==> src/rtl/melody_player.sv <==
// melody_player: plays one of four fixed melodies as a square wave on beep.
// Build with MELODY_PREEMPT_EN defined to let start abort a running melody.
module melody_player #(
    parameter int CLK_HZ    = 100000000,
    parameter int NOTE_MS   = 125,
    parameter int MAX_NOTES = 16
) (
    input  logic       clk,
    input  logic       rst,
    input  logic       start,
    input  logic [1:0] sel,
    input  logic       mute,
    output logic       beep,
    output logic       busy,
    output logic       done
);
    localparam int TICK_CYCLES = CLK_HZ / 1000 * NOTE_MS;

    function automatic int hp_calc(input int f);
        int h;
        h = CLK_HZ / (2 * f);
        return (h < 1) ? 1 : h;
    endfunction

    localparam int HP_TAB [16] = '{
        1,
        hp_calc(262), hp_calc(294), hp_calc(330), hp_calc(349),
        hp_calc(392), hp_calc(440), hp_calc(494), hp_calc(523),
        hp_calc(587), hp_calc(659), hp_calc(698), hp_calc(784),
        hp_calc(880), hp_calc(988),
        1
    };

    localparam int HPW = $clog2(hp_calc(262) + 1);
    localparam int TW  = $clog2(TICK_CYCLES + 1);
    localparam int IW  = $clog2(MAX_NOTES + 1);

    localparam logic [3:0] N_REST = 4'd0;
    localparam logic [3:0] N_A4   = 4'd6;
    localparam logic [3:0] N_C5   = 4'd8;
    localparam logic [3:0] N_E5   = 4'd10;
    localparam logic [3:0] N_G5   = 4'd12;
    localparam logic [3:0] N_A5   = 4'd13;
    localparam logic [3:0] N_END  = 4'd15;
    localparam logic [7:0] END_E  = {N_END, 4'd0};

    typedef enum logic [1:0] {IDLE, LOAD, PLAY} state_t;

    function automatic logic [7:0] rom(input logic [1:0]    s,
                                       input logic [IW-1:0] i);
        logic [7:0] e;
        e = END_E;
        case (s)
            2'd0: case (i)
                IW'(0):  e = {N_A4, 4'd2};
                default: e = END_E;
            endcase
            2'd1: case (i)
                IW'(0):  e = {N_C5, 4'd1};
                IW'(1):  e = {N_E5, 4'd1};
                IW'(2):  e = {N_G5, 4'd2};
                default: e = END_E;
            endcase
            2'd2: case (i)
                IW'(0):  e = {N_C5, 4'd1};
                IW'(1):  e = {N_REST, 4'd1};
                IW'(2):  e = {N_C5, 4'd1};
                default: e = END_E;
            endcase
            default: case (i)
                IW'(0):  e = {N_A5, 4'd4};
                IW'(1):  e = {N_REST, 4'd1};
                IW'(2):  e = {N_A5, 4'd4};
                default: e = END_E;
            endcase
        endcase
        // Running off the table without an END marker still ends the melody
        if (int'(i) >= MAX_NOTES) e = END_E;
        return e;
    endfunction

    state_t           state_q, state_d;
    logic [1:0]       sel_q;
    logic [IW-1:0]    idx;
    logic [HPW-1:0]   tone_cnt;
    logic [TW-1:0]    tick_cnt;
    logic [3:0]       dur_cnt;
    logic             beep_q;
    logic             restart;
    logic             abort;

    logic [7:0]       entry;
    logic [3:0]       note;
    logic [3:0]       durm1;
    logic [HPW-1:0]   hp_m1;
    logic             is_end;
    logic             is_rest;
    logic             tick_last;
    logic             note_last;

    assign entry     = rom(sel_q, idx);
    assign note      = entry[7:4];
    assign durm1     = (entry[3:0] == 4'd0) ? 4'd0 : entry[3:0] - 4'd1;
    assign hp_m1     = HPW'(HP_TAB[note] - 1);
    assign is_end    = (note == N_END);
    assign is_rest   = (note == N_REST);
    assign tick_last = (tick_cnt == TW'(TICK_CYCLES - 1));
    assign note_last = tick_last && (dur_cnt == durm1);

`ifdef MELODY_PREEMPT_EN
    assign abort = start && (state_q != IDLE);
`else
    assign abort = 1'b0;
`endif

    always_ff @(posedge clk) begin
        if (rst) state_q <= IDLE;
        else     state_q <= state_d;
    end

    always_comb begin
        state_d = state_q;
        restart = 1'b0;
        unique case (state_q)
            IDLE: begin
                if (start) begin
                    state_d = LOAD;
                    restart = 1'b1;
                end
            end
            LOAD:    state_d = is_end ? IDLE : PLAY;
            PLAY:    if (note_last) state_d = LOAD;
            default: state_d = IDLE;
        endcase
        if (abort) begin
            state_d = LOAD;
            restart = 1'b1;
        end
    end

    always_ff @(posedge clk) begin
        if (rst) begin
            sel_q    <= 2'd0;
            idx      <= '0;
            tone_cnt <= '0;
            tick_cnt <= '0;
            dur_cnt  <= 4'd0;
            beep_q   <= 1'b0;
        end else begin
            if (restart) begin
                sel_q <= sel;
                idx   <= '0;
            end else if (state_q == PLAY && note_last) begin
                idx <= idx + IW'(1);
            end
            // Every note starts from a clean low phase with zeroed timers
            if (restart || state_q != PLAY || note_last) begin
                tone_cnt <= '0;
                tick_cnt <= '0;
                dur_cnt  <= 4'd0;
                beep_q   <= 1'b0;
            end else begin
                if (tick_last) begin
                    tick_cnt <= '0;
                    dur_cnt  <= dur_cnt + 4'd1;
                end else begin
                    tick_cnt <= tick_cnt + TW'(1);
                end
                if (is_rest) begin
                    tone_cnt <= '0;
                    beep_q   <= 1'b0;
                end else if (tone_cnt == hp_m1) begin
                    tone_cnt <= '0;
                    beep_q   <= ~beep_q;
                end else begin
                    tone_cnt <= tone_cnt + HPW'(1);
                end
            end
        end
    end

    assign beep = beep_q && !mute && !abort;
    assign busy = (state_q != IDLE);
    assign done = (state_q == LOAD) && is_end;
endmodule

==> config.mk <==
export PLATFORM = sky130hd
export DESIGN_NAME = melody_player
export DESIGN_NICKNAME = d
export VERILOG_FILES = /design/src/rtl/melody_player.sv
export SDC_FILE = /design/constraint.sdc
export NUM_CORES = 1
export LEC_CHECK = 0
export CORE_ASPECT_RATIO = 0.6
export CORE_UTILIZATION = 50
export CTS_CLUSTER_DIAMETER = 150
export DETAILED_ROUTE_END_ITERATION = 10
export PLACE_DENSITY = 0.66
export SYNTH_ARGS = -nofsm -noshare
export SYNTH_HDL_FRONTEND = slang
export SYNTH_SLANG_ARGS = --single-unit
export TNS_END_PERCENT = 50
==> constraint.sdc <==
create_clock -name clk -period 5.1 [get_ports clk]
set_input_delay 0.765 -clock clk [delete_from_list [all_inputs] [get_ports clk]]
set_output_delay 0.765 -clock clk [all_outputs]
set_load 0.1 [all_outputs]
-- After elaboration in Yosys (flattened, before gate mapping)
Memories as Yosys holds them, arrays and structs flattened.
Index checks and enable logic that the tools add are counted.
- muxes and demuxes: 15
- reductions and logical operators: 20
- bitwise gates (word level): 2
- equality and inequality tests: 13
- order comparisons: 2
- add/sub/neg operators: 6
- operators by type and width (operator ; count):
    $mux W18 ; 2
    $pmux W8 S2 ; 2
    $add A24 B1 Y24 const B ; 1
    $eq A24 B24 Y1 const B ; 1
    $pmux W8 S3 ; 1
    $pmux W7 S3 ; 1
    $add A18 B1 Y18 const B ; 1
    $eq A18 B18 Y1 ; 1
    $sub A18 B2 Y18 const B ; 1
    $mux W8 ; 2
    $ge A5 B5 Y1 const B ; 2
    $logic_not A4 Y1 ; 2
    $mux W2 ; 3
    $ne A2 B2 Y1 const B ; 3
    $pmux W2 S3 ; 1
    $reduce_or A2 Y1 ; 3
    $reduce_or A3 Y1 ; 2
    $add A5 B1 Y5 const B ; 1
    $eq A5 B1 Y1 const B ; 1
    $eq A5 B2 Y1 const B ; 1
    $logic_not A5 Y1 ; 1
    $not A4 Y5 ; 1
    $add A4 B1 Y4 const B ; 1
    $eq A2 B1 Y1 const B ; 2
    other kinds (14) ; 21
- memory bits (read-only): 512
- logic and storage cells: 66
- bits in registers: 56
- output and inout bits: 3
- memories: 1
- memory list (name ; words ; bits a word ; rd ports ; clocked after Yosys merged registers in ; wr ports ; line ; source):
    (name not given) ; 16 ; 32 ; 1 ; 0 ; 0 ; 104 ; assign hp_m1 = HPW'(HP_TAB[note] - 1);

-- Logic depth before layout (Yosys ltp)
Gate-level depths: netlist (run 1).
- depth after elaboration: 12
- gate-level depth with buffers: 22
- gate-level depth less buffers: 19

-- Worst setup path before layout (run 1)
Ideal clock, no wire load.
- path kind: register to output
- from: reg idx[1]
- to: out done
- arrival: 3.930 ns
- cell stages (with the launch flop): 10
- setup slack: 0.405 ns
- path through: dfxtp_1 > inv_1 > ha_1 > clkbuf_1 > o22a_1 > o221a_2 > inv_1 > ha_1 > nand3_1 > nor3b_1
- word-level cells in the longest chain between the ends: 7
- elaborated cells on any way between the ends: 13
- classes of those cells: 1 x order compare; 3 x eq/ne; 6 x mux; 3 x reduce/logical
- RTL lines (element ; line ; source):
    start, declared ; 84 ; logic [IW-1:0] idx;
    start signal, assigned ; 154 ; idx <= idx + IW'(1);
    $eq A5 B2 Y1 / $logic_not A5 Y1 (equally long branches) ; - ;
    $reduce_or A2 Y1 (no line) ; - ;
    $pmux W8 S2, on equally long branches ; 70, 64 ;
    $pmux W8 S3 ; 53 ; case (s)
    $mux W8 * ; 78 ; if (int'(i) >= MAX_NOTES) e = END_E;
    $eq A4 B4 Y1 * ; 105 ; assign is_end = (note == N_END);
    $logic_and A1 B1 Y1 * ; 184 ; assign done = (state_q == LOAD) && is_end;
    end, declared ; 15 ; output logic done
Every way passes the cells marked *; elsewhere a longest branch is shown, timed or not.

-- Final worst setup path (run 1)
- from: reg idx[1]
- to: reg tone_cnt[5]
- word-level cells in the longest chain between the ends: 12
- elaborated cells on any way between the ends: 25
- classes of those cells: 2 x add/sub; 1 x order compare; 4 x eq/ne; 9 x mux; 1 x bitwise; 7 x reduce/logical; 1 x memory
- RTL lines (element ; line ; source):
    $eq A5 B2 Y1 / $logic_not A5 Y1 (equally long branches) ; - ;
    $reduce_or A2 Y1 (no line) ; - ;
    $pmux W8 S2, on equally long branches ; 70, 64 ;
    $pmux W8 S3 ; 53 ;
    $mux W8 * ; 78 ;
    $not A4 Y5 (not written as such) ; 104 ;
    $mem_v2 Z16 W32 ; - ;
    $mux W18 (not written as such) (2 in series) ; 104 ;
    $sub A18 B2 Y18 ; 104 ;
    $eq A18 B18 Y1 ; 172 ; end else if (tone_cnt == hp_m1) begin
    $reduce_or A4 Y1 (no line) * ; - ;
    end signal, assigned ; 176 ; tone_cnt <= tone_cnt + HPW'(1);
    end, declared ; 85 ; logic [HPW-1:0] tone_cnt;
Every way passes the cells marked *; elsewhere a longest branch is shown, timed or not. The select of a mux whose other input is x is not followed.
A chain may end at the register's enable or synchronous reset.

==> results of run 1 <==
-- where the power goes --
group          switching [mW]  internal, mW  total [mW]
clock network           0.173         0.184       0.357
logic                   0.138        0.0870       0.225
registers             0.00800         0.440       0.448
-- layout make-up --
cell class                 count  share of cell area, %
clock buffer                   5                   2.97
clock inverter                 3                  0.505
multi-input combinational    387                   62.4
tap                          104                   3.09
inverter                      21                   1.87
timing repair buffer          12                   2.55
sequential                    56                   26.6
-- cells by family (layout without fill, tap and decap cells) --
kind of cell / Yosys count / count (layout)
compound gates: 93 / 93
simple gates: 213 / 213
fa+ha+maj: 15 / 15
xor+xnor: 60 / 60
mux: 6 / 6
flops: 56 / 56
buf+inv: 38 / 41
-- layer usage --
layer | track usage [%] | share of wire [%]
met5 | 0 | 0
met1 | 36.5 | 50
met2 | 34.2 | 39
met3 | 7.11 | 9.1
met4 | 7.26 | 1.7
-- placed cells by master, fill, tap and decap left out, types with 6 or more instances in the layout --
master | netlist | routed
xnor2_1 | 27 | 27
xor2_1 | 33 | 33
mux2i_1 | 6 | 6
nand3_1 | 27 | 27
or3_1 | 9 | 9
a21o_1 | 8 | 8
and3_1 | 10 | 10
a21oi_1 | 15 | 15
nor3_1 | 11 | 10
inv_1 | 21 | 21
nand4_1 | 8 | 8
clkdlybuf4s50_1 | 0 | 7
a31oi_1 | 10 | 10
nand2_1 | 26 | 26
ha_1 | 15 | 15
nor2_1 | 81 | 81
o21ai_0 | 15 | 15
dfxtp_1 | 56 | 56
-- stage by stage --
step / hold slack [ns] / cell area, sq um
global placement: 0.444 / 4060
finish: 0.472 / 4220
floorplan: 0.430 / 3920
CTS: 0.474 / 4210
detailed placement: 0.457 / 4060
global route: 0.525 / 4220
-- repair_timing --
item	4_1_cts	5_1_grt
setup endpoints to repair	0	18
resized for setup	0	1
hold buffers	0	0
-- path summary, 6_finish.rpt --
| check | endpoint | slack (ns) | cells after the start |
|---|---|---|---|
| worst max register to register | tone_cnt[5] | 0.34 | 16 |
| worst min register to register | tick_cnt[0] | 0.47 | 1 |
| worst min-delay path | tick_cnt[0] | 0.47 | 1 |
| worst max-delay path | tone_cnt[5] | 0.34 | 16 |
-- sequential cells by signal, indices dropped and copies added (netlist names) --
signal	cells
beep_q	1
sel_q	2
state_q	2
tick_cnt	24
dur_cnt	4
idx	5
tone_cnt	18
==> results by group, run 1 <==
Worst setup path
  – Crit-path slowest cell: a211oi_2
  – Worst EP required: 5.27 ns
  – Crit path arrival time: 4.93 ns
  – Crit-path max FO: 18
  – Critical path's largest stage delay: 0.49 ns
  – Worst path top cell family by delay: compound AO/OA/AOI/OAI gates
  – Cell mode on critical path: ha_1
  – Crit-path cells: inv_1 -> ha_1 -> nand2b_1 -> a211oi_2 -> inv_1 -> ha_1 -> o31a_1 -> a21o_1 -> ha_1 -> xor2_1 -> o221ai_1 -> or3_1 -> nor4b_2 -> nand4_2 -> o21ai_4 -> nor2_1
  – RR Startpoint: idx[1]
  – Crit. Startpoint: idx[1]
  – CP startpoint kind: flip-flop
  – WP buf/inv: 2
  – Type of the worst setup path: reg2reg
  – Setup crit end kind: flip-flop

Placed design
  – Setup WS pre-CTS: 0.333 ns
  – Gpl congestion: 1.02
  – Placed cell count: 580
  – IO buf count: 8
  – Hpwl dp: 6940 um

Global routing
  – Global-route wire length before repair: 15,800 um
  – Initial antenna violation count: 0
  – Vias in the first global route: 3,207
  – GRT Residual Overflow: 0
  – Gr usage total: 24.6%
  – Largest net degree at the start of global routing: 25

STA
  – Final setup skew: 0.00495 ns
  – Final setup vio count: 0
  – Hold Fails Final Rpt: 0
  – Maximum clock frequency: 0.210 GHz
  – Final period util: 93.3%
  – Max-slew violation count: 0
  – RSZ-0062 raised after global routing: no
  – Worst Tran Pin Value: 0.966 ns
  – Fin crit period: 4.76 ns
  – Setup TNS: 0 ns
  – Slew Limit Headroom: 35.4%
  – Final setup margin: 0.343 ns

Logic synthesis
  – Warnings, synthesis: 0
  – Post-synth top area share: 28.6%
  – Post-synthesis sequential area ratio: 28.6%
  – Most frequent cell after synthesis: nor2_1
  – Largest family of logic cells by synthesized area: simple AND/OR/NAND/NOR gates
  – Mapped Area: 3920 sq um
  – Ys flop type: dfxtp_1
  – FFs w/ async S/R, synth: 0%
  – #FFs+latches synth: 56
  – Fraction of the mapped netlist area in simple logic gates: 28.8%
  – Syn nets: 502
  – Post-Syn Area per Cell: 8.14 sq um
  – Cells after Synth: 481
  – Mux contribution to synthesized area: 1.53%
  – Synth unique cells: 75
  – Synth area leaders: dfxtp_1 (29%), nor2_1 (7.8%), xor2_1 (7.4%)
  – Commonest cells in the netlist: nor2_1 (81), dfxtp_1 (56), xor2_1 (33), nand3_1 (27), xnor2_1 (27)
  – Leading area contributor after synthesis: dfxtp_1
  – Synth Area in XOR/XNOR: 13.4%
  – Compound-gate portion of the synthesized area: 18.5%
  – Adder-Cell Fraction of Synth Area: 4.79%
  – Post-synth EDFFs: 0

Finish
  – Area delta synth->final: 7.64%
  – Post-layout utilization of the core: 56.8%
  – Area occupied by multi-input gates: 2630 sq um
  – Nets: 504
  – Fillcell total: 694
  – N_diodes: 0
  – FF/Latch Area: 1120 sq um
  – Non-filler instance count after layout: 588
  – Proportion of layout cells with a drive suffix above 1: 7.64%

Routing
  – DRT iter0 DRCs: 383
  – Drt total wl: 9310 um
  – Avg WL per Cell: 15.8 um
  – DR DRC count: 0
  – Vias per cell: 5.94
  – Routed Antenna Nets: 0
  – DR pass1 iterations: 6
  – Vias after detailed routing: 3,490

Power and ir drop
  – Leakage: 1.48 nW
  – Pwr Total: 1.03 mW
  – Pwr per Cell Area: 244 nW/um^2
  – Peak supply drop: 167 uV

Clocking
  – Root buffer cell: clkbuf_16
  – Maximum clock path buffer count: 2
  – Setup bufs post-CTS: 0
  – Worst-Skew Late Latency: 0.30 ns
  – Htree depth: 2
  – CTS sink cnt: 56
  – Clock Pin Slew Worst Setup and Hold Paths: 0.08 ns
  – Total CTS buffers: 5
  – CTS tree: built

Floorplan
  – Die Wd: 116 um
  – Die Height: 70.6 um
  – Core area: 7420 sq um
  – Rows: 24
  – Ports: 9
  – Die footprint: 8200 sq um
  – Initial core utilization: 52.8%

Hold path
  – Hold crit path type: reg2reg
  – Hold path startpoint: tick_cnt[0]

Outcome
  – Outcome: completed

Run
  – Max-Cap Viols: 0
(Power assumes the default switching activity.)
==> run 2, diff against run 1 <==
- CORE_MARGIN: default -> 5
- SLEW_MARGIN: default -> 10
==> results by group, run 2 (synthesis gave the netlist of run 1 again) <==
Routing
  – Avg WL per Cell: 15.3 um (-3.5%)
  – Drt total wl: 9000 um (-3.4%)
  – DR pass1 iterations: 10 (+4)
  – Vias after detailed routing: 3,524 (+0.97%)
  – Vias per cell: 5.98 (+0.80%)
  – DR DRC count: 0 (unchanged)
  – DRT iter0 DRCs: 487 (+27%)
  – Routed Antenna Nets: 0 (unchanged)

Finish
  – N_diodes: 0 (unchanged)
  – Proportion of layout cells with a drive suffix above 1: 6.86% (-0.78 points)
  – Largest Register: tick_cnt
  – Fillcell total: 725 (+4.5%)
  – Max reg flops: 24 (unchanged)
  – Most common cell after layout, fill and taps aside: nor2_1
  – Post-layout utilization of the core: 54.4% (-2.4 points)
  – Area delta synth->final: 7.73% (about the same)
  – Most frequent cells in the layout: nor2_1 (81), dfxtp_1 (56), xor2_1 (33)
  – Largest registers: tick_cnt x24, tone_cnt x18, idx x5
  – Nets: 501 (-0.60%)

Floorplan
  – Die Height: 78.6 um (+11%)
  – Core area: 7760 sq um (+4.6%)
  – Die Wd: 124 um (+6.9%)
  – Ports: 9 (unchanged)
  – Initial core utilization: 50.5% (-2.3 points)
  – Rows: 25 (+4.2%)
  – Die footprint: 9760 sq um (+19%)

Worst setup path
  – Crit-path cells: inv_1 -> ha_1 -> nand2b_1 -> a211oi_2 -> inv_1 -> ha_1 -> o221ai_1 -> a211oi_1 -> o21ai_0 -> or3_1 -> and3_1 -> a211oi_1 -> nand4_2 -> o21ai_4 -> nor2_1
  – Worst path top cell family by delay: compound AO/OA/AOI/OAI gates
  – Crit-path max FO: 18 (unchanged)
  – CP startpoint kind: flip-flop
  – Crit-path slowest cell: ha_1
  – WP buf/inv: 2 (unchanged)
  – Worst EP required: 5.27 ns (about the same)
  – Type of the worst setup path: reg2reg
  – Critical path's largest stage delay: 0.46 ns (-0.03 ns)
  – Crit path arrival time: 4.80 ns (-0.13 ns)
  – Setup crit end kind: flip-flop

STA
  – Final setup margin: 0.467 ns (+0.123 ns)
  – Final setup vio count: 0 (unchanged)
  – Max-slew violation count: 0 (unchanged)
  – RSZ-0062 raised after global routing: no
  – Final setup skew: 0.00302 ns (-0.00194 ns)
  – Fin crit period: 4.63 ns (-0.123 ns)
  – Final period util: 90.9% (-2.4 points)
  – Worst Tran Pin Value: 0.977 ns (+0.0107 ns)
  – Hold Fails Final Rpt: 0 (unchanged)
  – Slew Limit Headroom: 34.7% (-0.72 points)
  – Setup TNS: 0 ns (unchanged)
  – Maximum clock frequency: 0.216 GHz (+2.7%)

Hold path
  – Hold crit path type: reg2reg

Clocking
  – Htree depth: 2 (unchanged)
  – CTS tree: built
  – Maximum clock path buffer count: 2 (unchanged)
  – CTS sink cnt: 56 (unchanged)
  – Root buffer cell: clkbuf_16
  – Clock Pin Slew Worst Setup and Hold Paths: 0.07 ns (about the same)
  – Worst-Skew Late Latency: 0.29 ns (about the same)
  – Total CTS buffers: 5 (unchanged)

Power and ir drop
  – Leakage: 1.48 nW (-0.24%)
  – Peak supply drop: 118 uV (-29%)
  – Pwr per Cell Area: 252 nW/um^2 (+3.2%)

Placed design
  – Gpl congestion: 0.999 (-1.8%)
  – IO buf count: 8 (unchanged)
  – Hpwl dp: 6680 um (-3.7%)
  – Setup WS pre-CTS: 0.441 ns (+0.108 ns)

Global routing
  – Largest net degree at the start of global routing: 25 (unchanged)
  – Initial antenna violation count: 0 (unchanged)
  – Gr usage total: 18.4% (-6.2 points)
  – Vias in the first global route: 3,075 (-4.1%)
  – Global-route wire length before repair: 15,000 um (-5.1%)
  – GRT Residual Overflow: 0 (unchanged)

Run
  – Max-Cap Viols: 0 (unchanged)

Outcome
  – Outcome: completed
run 2: changes by cell type in the layout (fill, tap and decap cells not counted), sizes merged:
cell and delta:
clkbuf +1, clkinvlp -1, clkinv -1, bufinv +1, buf -3
run 2: worst register-to-register path: stages, from the launching register on:
cell and delay (ns):
dfxtp_1 0.40, inv_1 0.08, ha_1 0.29, nand2b_1 0.20, a211oi_2 0.45, inv_1 0.20
ha_1 0.46, o221ai_1 0.19, a211oi_1 0.36, o21ai_0 0.23, or3_1 0.44, and3_1 0.18
a211oi_1 0.27, nand4_2 0.18, o21ai_4 0.46, nor2_1 0.10
run 2: routing by layer:
layer	global-route usage, %	wire length (um)	share of wire, %
met2	26.9	3580	40
met3	4.83	866	9.6
met4	5.14	140	1.6
met1	26.6	4410	49
met5	0	0	0
run 2: per-stage QoR:
stage | cell area (sq um) | cells | total power [mW] | hold slack [ns]
2_1_floorplan | 3920 | 481 | 0.625 | 0.430
3_3_place_gp | 4050 | 581 | 0.672 | 0.445
3_5_place_dp | 4050 | 581 | 0.672 | 0.457
4_1_cts | 4210 | 589 | 1.06 | 0.474
5_1_grt | 4220 | 589 | 1.11 | 0.510
6_report | 4220 | 589 | 1.06 | 0.472
run 2: where the power goes:
group,internal [mW],switching [mW],total (mW)
Sequential,0.440,0.00770,0.448
Clock,0.234,0.158,0.392
Combinational,0.0859,0.138,0.223
run 2: area by class of cell:
class                      count  area (sq um)  area share, %
clock buffer                   6           129           3.05
tap                          108           135           3.20
timing repair buffer           9          85.1           2.02
inverter                      21          78.8           1.87
sequential                    56          1120           26.6
clock inverter                 2          38.8          0.919
multi-input combinational    387          2630           62.4
run 2: what timing repair did:
action / in CTS / in global routing
endpoints found under the setup margin: 0 / 18
resized for setup: 0 / 1
buffers inserted: 0 / 0
hold buffers: 0 / 0
run 2: path summary, 6_finish.rpt:
check                   start      endpoint  slack [ns]  cells past startpoint
hold / removal    tick_cnt[0]   tick_cnt[0]        0.47                      1
setup reg to reg       idx[1]  tone_cnt[17]        0.47                     15
setup / recovery       idx[1]  tone_cnt[17]        0.47                     15
hold reg to reg   tick_cnt[0]   tick_cnt[0]        0.47                      1
==> variant 1, RTL diff (flow settings as in run 2) <==
The 3 states of `state_t` get a one-hot encoding in 3 bits.
--- a/src/rtl/melody_player.sv
+++ b/src/rtl/melody_player.sv
@@ -46,3 +46,3 @@
 
-    typedef enum logic [1:0] {IDLE, LOAD, PLAY} state_t;
+    typedef enum logic [2:0] {IDLE = 3'b001, LOAD = 3'b010, PLAY = 3'b100} state_t;
 
Behaviour: same outputs for any inputs over 10 cycles, from zero or initial values and one cycle with rst high; not proved beyond that.
==> variant 1 against run 2 <==
Final area is 16% higher; utilization is 3.1 points higher; power is 32% higher; wire length is 35% higher; worst setup slack worse by 0.22 ns; count of clock-buffer cells in the layout is 4 higher; fmax is 4.5% lower; cell count is 13% higher; clock power is 68% higher; area after synthesis is 11% higher; sequential share of layout area is 3.2 points lower; clock skew is 0.0042 ns higher; highest routed layer unchanged; sequential cell count is 1 higher.
==> variant 1: results (changes against run 2) <==
* Status: completed
* Clock skew after layout at 0.00717 ns (+0.00416 ns)
* Hold Path Stages at 1 (unchanged)
* CP peak stage delay at 0.50 ns (+0.04 ns)
* Routed wire per std cell at 18.2 µm (+19%)
* Global-route wire length before repair at 19600 µm (+31%)
* Number of global-route vias before repair at 3733 (+21%)
* Initial antenna violation count at 0 (unchanged)
* Synth area leaders: dfxtp_1 26%, xor2_1 7.1%, nor2_1 5.6%, xnor2_1 5.0%, ha_1 4.3%
* CTS clock-pin slew for the worst setup and hold paths at 0.05 ns (-0.02 ns)
* N_diodes at 0 (unchanged)
* Ys Warns at 0 (unchanged)
* Routability-driven placement congestion ratio at 1.03 (+2.8%)
* Critical path data arrival time at 5.03 ns (+0.23 ns)
* Clk_lat worst skew at 0.33 ns (+0.04 ns)
* Layout fillers at 780 (+7.6%)
* Post-synth ARST share at 0 (unchanged)
* Synth cell types at 78 (+4.0%)
* Largest net degree at the start of global routing at 25 (unchanged)
* Leak at 0.00169 µW (+14%)
* Seq/Total Area, Yosys at 0.263 (-0.0237)
* H-tree depth at 3 (+1)
* PortBufs at 8 (unchanged)
* DP Cell Count at 652 (+12%)
* CP max FO at 7 (-11)
* Top cells by count, synth: 65 x nor2_1, 57 x dfxtp_1, 39 x nand2_1
* WL final at 12200 µm (+35%)
* Mapped Cells at 542 (+13%)
* Net Count, Synth at 563 (+12%)
* Fraction of layout cells with a size suffix above 1 at 0.117 (+0.0483)
* Worst slew pin tran at 0.984 ns (+0.00701 ns)
* Largest registers: tick_cnt (24), tone_cnt (18), idx (5)
* Clk buf depth at 2 (unchanged)
* Drt first-iter violations at 536 (+10%)
* Main synth FF type: dfxtp_1
* Final net count at 572 (+14%)
* Post-CTS setup buffer count at 0 (unchanged)
* DR vias at 4163 (+18%)
* Post-cts resize count at 0 (unchanged)
* Worst hold path class: reg2reg
* Pre-antenna DRT Iters at 6 (-4)
* Pint at 996 µW (+31%)
* Total CTS buffers at 9 (+4)
* Global Route Usage Sum at 0.238 (+0.0535)
* DP Area at 4540 µm² (+12%)
* Reg2Reg Depth at 17 (+2)
* CTS root buffer: clkbuf_16
* DP HPWL at 9330 µm (+40%)
* Worst VDD drop at 0.172 mV (+46%)
* CP max-delay cell: or3_1
[variant 1: cell count changes in the layout (fill, tap and decap cells not counted), moves of 5 or more]
cell | run 2 | this run
nor3_2 | 1 | 12
a21oi_1 | 15 | 20
nand2_1 | 26 | 39
nor3_1 | 10 | 17
nor2_1 | 81 | 65
buf_4 | 2 | 13
nand4_1 | 8 | 21
a31oi_1 | 10 | 4
[variant 1: worst paths after layout]
path,from,endpoint,slack [ns]
max,idx[0],beep_q,0.25
min,tick_cnt[0],tick_cnt[0],0.44
max reg2reg,idx[0],beep_q,0.25
min reg2reg,tick_cnt[0],tick_cnt[0],0.44
[variant 1: area by class of cell]
type                       instances  area, µm²  area share
clock inverter                     6       90.1      0.0185
multi-input combinational        440       3000       0.615
clock buffer                      10        239      0.0490
inverter                          22       82.6      0.0169
tap                              112        140      0.0287
timing repair buffer              21        188      0.0385
sequential                        57       1140       0.234
[variant 1: logic make-up after synthesis]
group | share of synthesized area
adders and majority gates | 0.0432
muxes | 0.0164
buffers and inverters | 0.0518
and+or+nand+nor | 0.307
DFF | 0.263
AOI/OAI and AO/OA | 0.193
xor gates and xnor gates | 0.126
[variant 1: metrics by stage]
| stage | TNS [ns] | utilization | setup slack [ns] |
|---|---|---|---|
| 6_report | 0 | 0.575 | 0.247 |
| 5_1_grt | -0.0322 | 0.575 | -0.0135 |
| 4_1_cts | 0 | 0.573 | 0.344 |
| 3_5_place_dp | 0 | 0.534 | 0.367 |
| 3_3_place_gp | 0 | 0.534 | 0.344 |
| 2_1_floorplan | 0 | - | 0.828 |
[variant 1: power groups by stage]
stage / clock network (µW) / logic (µW) / registers, µW
floorplan: 0 / 211 / 459
global placement: 0 / 284 / 462
detailed placement: 0 / 276 / 462
CTS: 671 / 278 / 452
global route: 697 / 311 / 452
finish: 659 / 294 / 452
[variant 1: critical path: cells and delay by family (launching register included)]
family	cells	cell delay [ns]
simple gates	6	1.39
buf+inv	1	0.09
fa+ha+maj	3	0.92
xor+xnor	1	0.18
compound gates	6	1.71
flops	1	0.41
[variant 1: layer usage]
layer | vias to the layer above | track usage | part of all wire | wire [µm]
met5 | - | 0.00490 | 0 | 0
met2 | 232 | 0.301 | 0.36 | 4390
met4 | 0 | 0.0483 | 0.0086 | 105
met3 | 13 | 0.103 | 0.13 | 1580
li1 | 2007 | - | - | -
met1 | 1911 | 0.362 | 0.50 | 6100
==> variant 2, RTL diff (flow settings as in run 2) <==
Without the edit above. Change the parameter `NOTE_MS` from 125 to 250.
--- a/src/rtl/melody_player.sv
+++ b/src/rtl/melody_player.sv
@@ -4,3 +4,3 @@
     parameter int CLK_HZ    = 100000000,
-    parameter int NOTE_MS   = 125,
+    parameter int NOTE_MS   = 250,
     parameter int MAX_NOTES = 16
Behaviour: no difference found for any inputs over 10 cycles, from zero or initial values and one cycle with rst high; that may be too few to reach the edited logic, so the function may still have changed.
==> variant 2 against run 2 <==
Die area is 0.43% higher; clock power is 65% higher; via count is 0.11% higher; final area rose by 6.7%; combinational power is 9% higher; worst setup slack worse by 0.18 ns; largest cell class unchanged; largest power group is now clock; area after synthesis is 0.48% higher; first-iteration DRC count decreased by 25%; fmax down 3.8%; power increased by 26%; wire length grew 4.6%; count of clock-buffer cells in the layout up 5; sequential cell count increased by 1.
==> variant 2: results (changes against run 2) <==
* Drt first-iter violations at 363 (-25%)
* CTS clock-pin slew for the worst setup and hold paths at 0.05 ns (-0.02 ns)
* Synth area leaders: dfxtp_1 29%, xor2_1 9.8%, xnor2_1 5.8%, nor2_1 5.6%, ha_1 4.8%
* Largest registers: tick_cnt (25), tone_cnt (18), idx (5)
* H-tree depth at 3 (+1)
* Routed wire per std cell at 15.7 µm (+2.8%)
* Total CTS buffers at 9 (+4)
* Initial antenna violation count at 0 (unchanged)
* PortBufs at 8 (unchanged)
* Seq/Total Area, Yosys at 0.290 (+0.00372)
* CP peak stage delay at 0.64 ns (+0.18 ns)
* Sw frac at 0.262 (-0.0235)
* Largest Register: tick_cnt
* Critical path data arrival time at 5.08 ns (+0.28 ns)
* CP max-delay cell: a221oi_1
* Clk_lat worst skew at 0.33 ns (+0.04 ns)
* Routability-driven placement congestion ratio at 0.987 (-1.2%)
* Worst hold path class: reg2reg
* Vias per std cell at 5.89 (-1.6%)
* Main synth FF type: dfxtp_1
* Number of global-route vias before repair at 3164 (+2.9%)
* Slew Limit Fails at 0 (unchanged)
* Largest net degree at the start of global routing at 26 (+4.0%)
* Finished Layout Cells at 599 (+1.7%)
* CP max FO at 5 (-13)
* Clock skew after layout at 0.00808 ns (+0.00507 ns)
* Hold Path Stages at 1 (unchanged)
* Ys Warns at 0 (unchanged)
* Global-route wire length before repair at 16000 µm (+6.4%)
* Slew headroom at 0.352 (+0.00493)
* Top cells by count, synth: 59 x nor2_1, 57 x dfxtp_1, 44 x xor2_1
* Post-synth ARST share at 0 (unchanged)
* Final net count at 509 (+1.6%)
* Leak at 0.00162 µW (+9.8%)
* N_diodes at 0 (unchanged)
* CTS root buffer: clkbuf_16
* Net Count, Synth at 494 (-1.6%)
* Layout fillers at 712 (-1.8%)
* Reg2Reg Depth at 16 (+1)
* Pre-CTS setup slack at 0.161 ns (-0.280 ns)
* Synth cell types at 70 (-6.7%)
* Top cell family by delay on the critical path: compound AO/OA/AOI/OAI gates
* DP Cell Count at 584 (+0.52%)
* Pre-antenna DRT Iters at 5 (-5)
* DP HPWL at 6960 µm (+4.2%)
* Mean Syn Cell Area at 8.32 µm² (+2.2%)
* Status: completed
* Clk buf depth at 2 (unchanged)
* Fraction of layout cells with a size suffix above 1 at 0.112 (+0.0434)
* Worst VDD drop at 0.153 mV (+29%)
* Global Route Usage Sum at 0.200 (+0.0159)
## variant 2: changes by cell type in the layout (fill, tap and decap cells not counted), moves of 9 or more
cell    change
inv_1       -9
nor2_1     -22
nor3_1     +15
buf_4      +17
xor2_1     +11
## variant 2: timing repair
action / 4_1_cts / 5_1_grt
gates resized for setup: 0 / 2
endpoints found under the setup margin: 0 / 19
buffers inserted: 0 / 1
## variant 2: power groups by stage
stage                     logic, µW  clock network, µW  registers (µW)
after CTS                       233                658             454
final                           242                645             454
after detailed placement        231                  0             463
after floorplan                 174                  0             461
after global routing            261                681             455
after global placement          230                  0             463
## variant 2: layout make-up
class,instances,area share
repair buffers,26,0.0473
multi-input cells,382,0.589
clock inverters,3,0.0145
well taps,108,0.0300
inverters,12,0.0100
flip-flops and latches,57,0.254
clock buffers,11,0.0562
## variant 2: worst paths after layout
check	slack (ns)	start	to
max	0.28	idx[0]	beep_q
min	0.46	tick_cnt[0]	tick_cnt[0]
max reg2reg	0.28	idx[0]	beep_q
min reg2reg	0.46	tick_cnt[0]	tick_cnt[0]
## variant 2: metal layers
layer,share of wire,wire [µm],vias to the layer above,GRT usage
met1,0.51,4780,1669,0.298
li1,-,-,1734,-
met3,0.075,706,9,0.0544
met5,0,0,-,0
met4,0.012,112,0,0.0700
met2,0.41,3820,116,0.274
## variant 2: through the flow
stage          power (µW)  cell area [µm²]
4_1_cts              1350             4480
3_5_place_dp          694             4170
2_1_floorplan         635             3940
5_1_grt              1400             4500
6_report             1340             4500
3_3_place_gp          693             4170
## variant 2: cell families (layout without fill, tap and decap cells)
kind of cell	count (synthesis)	after routing	share of synthesized area
xor+xnor	70	70	0.156
flops	57	57	0.290
simple gates	208	208	0.288
mux	11	11	0.0286
fa+ha+maj	15	15	0.0477
compound gates	78	78	0.150
buf+inv	34	52	0.0394
